File: config.mk
export PLATFORM = sky130hd
export DESIGN_NAME = window_3x3_gen
export DESIGN_NICKNAME = d
export VERILOG_FILES = /design/src/rtl/window_3x3_gen_pkg.sv /design/src/rtl/window_3x3_gen_line_buffer.sv /design/src/rtl/window_3x3_gen.sv
export SDC_FILE = /design/constraint.sdc
export NUM_CORES = 2
export LEC_CHECK = 0
export CAP_MARGIN = 20
export CELL_PAD_IN_SITES_DETAIL_PLACEMENT = 0
export CELL_PAD_IN_SITES_GLOBAL_PLACEMENT = 1
export CORE_UTILIZATION = 40
export CTS_CLUSTER_DIAMETER = 60
export DETAILED_ROUTE_END_ITERATION = 8
export HOLD_SLACK_MARGIN = 0.1
export PLACE_DENSITY = 0.65
export RECOVER_POWER = 50
export REMOVE_ABC_BUFFERS = 1
export SLEW_MARGIN = 40
export SYNTH_ARGS = -nofsm -noshare
export SYNTH_HDL_FRONTEND = slang
export SYNTH_SLANG_ARGS = --single-unit
File: constraint.sdc
create_clock -name clk -period 10.15 [get_ports clk]
set_input_delay 2.03 -clock clk [delete_from_list [all_inputs] [get_ports clk]]
set_output_delay 2.03 -clock clk [all_outputs]
set_load 0.1 [all_outputs]
File: src/rtl/window_3x3_gen_pkg.sv
// Shared definitions for the 3x3 sliding-window generator.
// These cover the window geometry, the VGG16 per-layer frame sizes and the fill/stream state encoding.
package window_3x3_gen_pkg;

   localparam int WIN_SIZE = 3;

   // Square feature-map edge length at the input of each VGG16 conv block
   localparam int VGG_CONV1_DIM = 224;
   localparam int VGG_CONV2_DIM = 112;
   localparam int VGG_CONV3_DIM = 56;
   localparam int VGG_CONV4_DIM = 28;
   localparam int VGG_CONV5_DIM = 14;

   typedef enum logic {
      ST_FILL   = 1'b0,
      ST_STREAM = 1'b1
   } win_state_t;

endpackage

File: src/rtl/window_3x3_gen_line_buffer.sv
// Single-port line store, one read and one write per beat at the same address.
// The read is combinational, so a beat sees the word as it was before its own write.
module window_3x3_gen_line_buffer #(
   parameter int DEPTH = 224,
   parameter int WIDTH = 16,
   parameter int AW    = $clog2(DEPTH)
) (
   input  logic             clk,
   input  logic             i_en,
   input  logic [AW-1:0]    i_addr,
   input  logic [WIDTH-1:0] i_wdata,
   output logic [WIDTH-1:0] o_rdata
);

   logic [WIDTH-1:0] r_mem [DEPTH];

   assign o_rdata = r_mem[i_addr];

   always_ff @(posedge clk) begin
      if (i_en) begin
         r_mem[i_addr] <= i_wdata;
      end
   end

endmodule

File: src/rtl/window_3x3_gen.sv
// Streaming 3x3 window generator: raster pixels in, one unpadded stride-1 window per beat out.
// Two previous rows are held in a packed line buffer. Counters and a fill/stream FSM gate emission.
module window_3x3_gen
   import window_3x3_gen_pkg::*;
#(
   parameter int DATA_WIDTH = 8,
   parameter int IMG_WIDTH  = VGG_CONV1_DIM,
   parameter int IMG_HEIGHT = VGG_CONV1_DIM
) (
   input  logic                                       clk,
   input  logic                                       reset,
   input  logic                                       in_valid,
   input  logic [DATA_WIDTH-1:0]                      in_pixel,
   output logic                                       out_valid,
   output logic [WIN_SIZE*WIN_SIZE*DATA_WIDTH-1:0]    out_window,
   output logic [$clog2(IMG_HEIGHT)-1:0]              out_row,
   output logic [$clog2(IMG_WIDTH)-1:0]               out_col,
   output logic                                       frame_done
);

   localparam int NTAPS = WIN_SIZE * WIN_SIZE;
   localparam int CW    = $clog2(IMG_WIDTH);
   localparam int RW    = $clog2(IMG_HEIGHT);

   localparam logic [CW-1:0] COL_LAST      = CW'(IMG_WIDTH - 1);
   localparam logic [CW-1:0] COL_OFS       = CW'(WIN_SIZE - 1);
   localparam logic [RW-1:0] ROW_LAST      = RW'(IMG_HEIGHT - 1);
   localparam logic [RW-1:0] ROW_OFS       = RW'(WIN_SIZE - 1);
   localparam logic [RW-1:0] ROW_FILL_LAST = RW'(WIN_SIZE - 2);

   logic [CW-1:0]              r_col;
   logic [RW-1:0]              r_row;
   win_state_t                 r_state;
   win_state_t                 w_state_nxt;
   logic                       w_last_col;
   logic                       w_last_row;
   logic                       w_emit;
   logic [2*DATA_WIDTH-1:0]    w_lb_rdata;
   logic [DATA_WIDTH-1:0]      w_lb1;
   logic [DATA_WIDTH-1:0]      w_lb0;
   logic [DATA_WIDTH-1:0]      r_win     [NTAPS];
   logic [DATA_WIDTH-1:0]      w_win_nxt [NTAPS];
   logic [NTAPS*DATA_WIDTH-1:0] w_win_flat;

   // Upper half of the word is the row two above the current one, lower half the row directly above
   window_3x3_gen_line_buffer #(
      .DEPTH (IMG_WIDTH),
      .WIDTH (2*DATA_WIDTH),
      .AW    (CW)
   ) u_line_buffer (
      .clk     (clk),
      .i_en    (in_valid),
      .i_addr  (r_col),
      .i_wdata ({w_lb0, in_pixel}),
      .o_rdata (w_lb_rdata)
   );

   assign w_lb1      = w_lb_rdata[2*DATA_WIDTH-1:DATA_WIDTH];
   assign w_lb0      = w_lb_rdata[DATA_WIDTH-1:0];
   assign w_last_col = (r_col == COL_LAST);
   assign w_last_row = (r_row == ROW_LAST);

   always_comb begin
      for (int k = 0; k < NTAPS; k++) begin
         w_win_nxt[k] = r_win[k];
      end
      for (int r = 0; r < WIN_SIZE; r++) begin
         for (int c = 0; c < WIN_SIZE-1; c++) begin
            w_win_nxt[r*WIN_SIZE+c] = r_win[r*WIN_SIZE+c+1];
         end
      end
      w_win_nxt[WIN_SIZE-1]   = w_lb1;
      w_win_nxt[2*WIN_SIZE-1] = w_lb0;
      w_win_nxt[NTAPS-1]      = in_pixel;
   end

   always_comb begin
      w_win_flat = '0;
      for (int k = 0; k < NTAPS; k++) begin
         w_win_flat[k*DATA_WIDTH +: DATA_WIDTH] = w_win_nxt[k];
      end
   end

   always_ff @(posedge clk) begin
      if (in_valid) begin
         r_win <= w_win_nxt;
      end
   end

   always_ff @(posedge clk) begin
      if (reset) begin
         r_col   <= '0;
         r_row   <= '0;
         r_state <= ST_FILL;
      end else begin
         r_state <= w_state_nxt;
         if (in_valid) begin
            r_col <= w_last_col ? '0 : r_col + 1'b1;
            if (w_last_col) begin
               r_row <= w_last_row ? '0 : r_row + 1'b1;
            end
         end
      end
   end

   // Columns 0/1 still hold the tail of the previous row, so emission waits for a full window
   always_comb begin
      w_state_nxt = r_state;
      w_emit      = 1'b0;
      if (r_state == ST_FILL) begin
         if (in_valid && w_last_col && (r_row == ROW_FILL_LAST)) begin
            w_state_nxt = ST_STREAM;
         end
      end else begin
         w_emit = in_valid && (r_col >= COL_OFS);
         if (in_valid && w_last_col && w_last_row) begin
            w_state_nxt = ST_FILL;
         end
      end
   end

   always_ff @(posedge clk) begin
      if (reset) begin
         out_valid  <= 1'b0;
         frame_done <= 1'b0;
         out_window <= '0;
         out_row    <= '0;
         out_col    <= '0;
      end else begin
         out_valid  <= w_emit;
         frame_done <= w_emit && w_last_row && w_last_col;
         if (w_emit) begin
            out_window <= w_win_flat;
            out_row    <= r_row - ROW_OFS;
            out_col    <= r_col - COL_OFS;
         end
      end
   end

endmodule

==> summary.txt <==
Pwr
  • P_int: 25600 uW
  • Tot Pwr: 32700 uW
  • Combinational share of power: 0.050
  • NetSw: between 7000 and 8000 uW
  • Peak supply drop: 151 uV
  • Pwr dens: 200 nW/um^2
  • LEAKAGE: 0.0496 uW
  • Sequential power share: 0.527
  • Clock Power Share: 0.423
  • Sw frac: 0.217

Logic synthesis
  • Post-synth EDFFs: 3632
  • Area leader, netlist: edfxtp_1
  • YS warnings: 0
  • Area fraction of the dominant cell type after synthesis: 0.757
  • Unique masters post-synth: 88
  • Ys flop type: edfxtp_1
  • Cell with the most instances after synthesis: edfxtp_1
  • Ys async rst share: 0
  • Top cells by area in the synthesized netlist: edfxtp_1 76%, mux4_2 13%, mux2i_1 1.7%
  • Mapped Cells: 6839
  • Top cells by count, synth: 3632 x edfxtp_1, 810 x mux4_2, 314 x nor2_1
  • Syn avg cell area: 21.1 sq um
  • Sequential fraction of the synthesis area: 0.773
  • Mapped cell area: 144000 sq um
  • Post-synthesis register bit count: approximately 3700

Routing
  • Vias/cell: 6.12
  • # DRC: 3
  • Routed vias: about 76000
  • Final ANT Viol Nets: 0
  • Drt first-iter violations: 11400
  • WL per Instance: between 30 and 40 um
  • DRT Pass-1 Iters: 9
  • Routed WL: about 460000 um

Setup path
  • Critical-path top delay cell: clkbuf_1
  • Setup crit start kind: input port
  • Critical Path Source: in_valid
  • Setup CP Type: input port to flop
  • Worst-path maximum fanout: 39
  • Critical Path Max Stage Delay: just over 2 ns
  • Critical path data arrival time: 8.49 ns
  • CP dominant cell by count: clkbuf_1
  • Critical path cell sequence: clkbuf_1 -> nand3_1 -> clkbuf_1 -> nor2_1
  • WP data required: 10.63 ns
  • Crit end category: flop

Clocking
  • H-tree depth: 5
  • # hold bufs at CTS: 0
  • Clock transition at path regs: 0.06 ns
  • CTS tree: yes
  • Num CTS Buffers: 377
  • PostCTS Resize Cnt: 0
  • Post-CTS setup buffer count: 0
  • CTS Sinks: roughly 3700
  • Clock latency on the worst-skew pair: between 0.9 and 1 ns
  • Clk root buf: clkbuf_16
  • Clk buf depth: 4

Final layout
  • Share of post-route cells with drive strength above 1: 0.252
  • Design area: around 160000 sq um
  • Nets: 7290
  • Layout Cells excl Fill: 12400
  • Syn-to-layout area delta: 13.6%

Timing
  • Tcrit/Tclk final: 0.789
  • Clock skew: roughly 0.088 ns
  • Max Slew Vio Count: 2372
  • Final setup fails: 0
  • RSZ-0062 raised after global routing: no
  • Clock period minus worst slack: 8.00 ns
  • Fin. Hold Viols: 0
  • Slew @ Worst Pin: roughly 6.8 ns
  • Max Fclk: 125 MHz
  • Fin Setup TNS: 0 ns
  • Slew headroom: -3.55

Floorplanning
  • Die width: 602 um
  • Die Ht: 602 um
  • Starting Density: 0.401
  • Row Count: 220
  • Die ar.: between 300000 and 400000 sq um
  • I/O pin cnt: 101
  • Core area: around 360000 sq um

GRT
  • Total grt overflow: 0
  • First-pass GRT wire length: between 600000 and 700000 um
  • Aggregate global-route resource usage: 0.248
  • Initial antenna violation count: 34
  • Vias in the first global route: 72700
  • Largest net degree at the start of global routing: roughly 140

Place
  • Cells after DPL: 11700
  • Post-DP HPWL: 279000 um
  • Placer Congestion: 0.911
  • Placed Instance Area: 152000 sq um
  • Port Buf Inserts: 100

Flow run
  • Max-Cap Viols: 90

Run status
  • Outcome: finished, violations left
  • Failing checks: DRC, capacitance limit, slew limit

Hold path
  • Hold Startpoint: r_win[27]
  • Hold/Removal Path Class: flop to flop
## state kept, by name, indices dropped and copies added, names as in the netlist, named ones only
register,count
out_valid,1
u_line_buffer.r_mem,3584
r_row,8
out_col,8
r_win,48
r_state,1
out_row,8
r_col,8
frame_done,1
out_window,72
## area by class of cell
cell class              instances  area (sq um)
multi-input cells            2681         30900
clock inverters               206          2040
inverters                      14          57.6
flip-flops and latches       3747        111000
repair buffers                448          3230
clock buffers                 473         10000
well taps                    4773          5970
diodes                         14          35.0
fillers                     30100        195000
## kinds of logic (layout without fill, tap and decap cells)
family                   count (synthesis)  in the layout  share of synthesized area
flip-flops                            3747           3747                      0.773
other                                    0             14                          0
XOR/XNOR                                20             20                    0.00122
AO/OA/AOI/OAI                          625            625                     0.0296
AND/OR/NAND/NOR                        930            930                     0.0292
adder cells (fa/ha/maj)                 10             10                   0.000868
buffers and inverters                  411           1141                     0.0179
multiplexers                          1096           1096                      0.149
## per-layer routing
layer | vias up | share of wire | routed length, um | global-route usage
met4 | 14 | 0.049 | 22200 | 0.101
met1 | 40800 | 0.39 | 179000 | 0.346
met2 | 4590 | 0.45 | 206000 | 0.374
met3 | 870 | 0.11 | 50500 | 0.0606
met5 | - | 0.00020 | 90 | 0
li1 | 29300 | - | - | -
## critical path: cells and delay by family
kind	cells	cell delay [ns]
and+or+nand+nor	2	3.09
buffers and inverters	2	3.23
## power groups by stage
stage / sequential [uW] / combinational (uW) / clock, uW
final: 17200 / 1650 / 13800
after global routing: 17200 / 1700 / 14500
after CTS: 17200 / 1640 / 13900
after detailed placement: 17500 / 1640 / 0
after global placement: 17500 / 1560 / 0
after floorplan: 17700 / 1700 / 0
## worst paths after layout
path,endpoint,slack (ns),depth (start not counted)
worst max-delay path,u_line_buffer.r_mem[129][15],2.15,4
worst min-delay path,r_win[35],0.45,0
worst max register to register,u_line_buffer.r_mem[126][10],3.77,11
worst min register to register,r_win[35],0.45,0
## per-stage QoR
step                      setup slack [ns]  hold slack (ns)   util
final                                 2.15            0.450  0.456
after global routing                  2.23            0.458  0.456
after CTS                             4.02            0.449  0.458
after detailed placement              4.09            0.434  0.424
after global placement                3.64            0.430  0.423
after floorplan                     -42.34            0.426      -
## cell usage in the layout, fill, tap and decap left out, types with 67 or more instances in the layout
master     instances
nand3_1           81
mux4_2           810
clkbuf_16        384
clkinv_2          67
dfxtp_1          108
buf_4            214
a22oi_1          120
edfxtp_1        3632
a21oi_1          134
o22ai_1          101
nor2_1           225
buf_2             92
clkinv_1          73
mux2i_1          237
clkbuf_1         176
nand2_1          284
No activity file was read; power rests on OpenSTA's default activity.
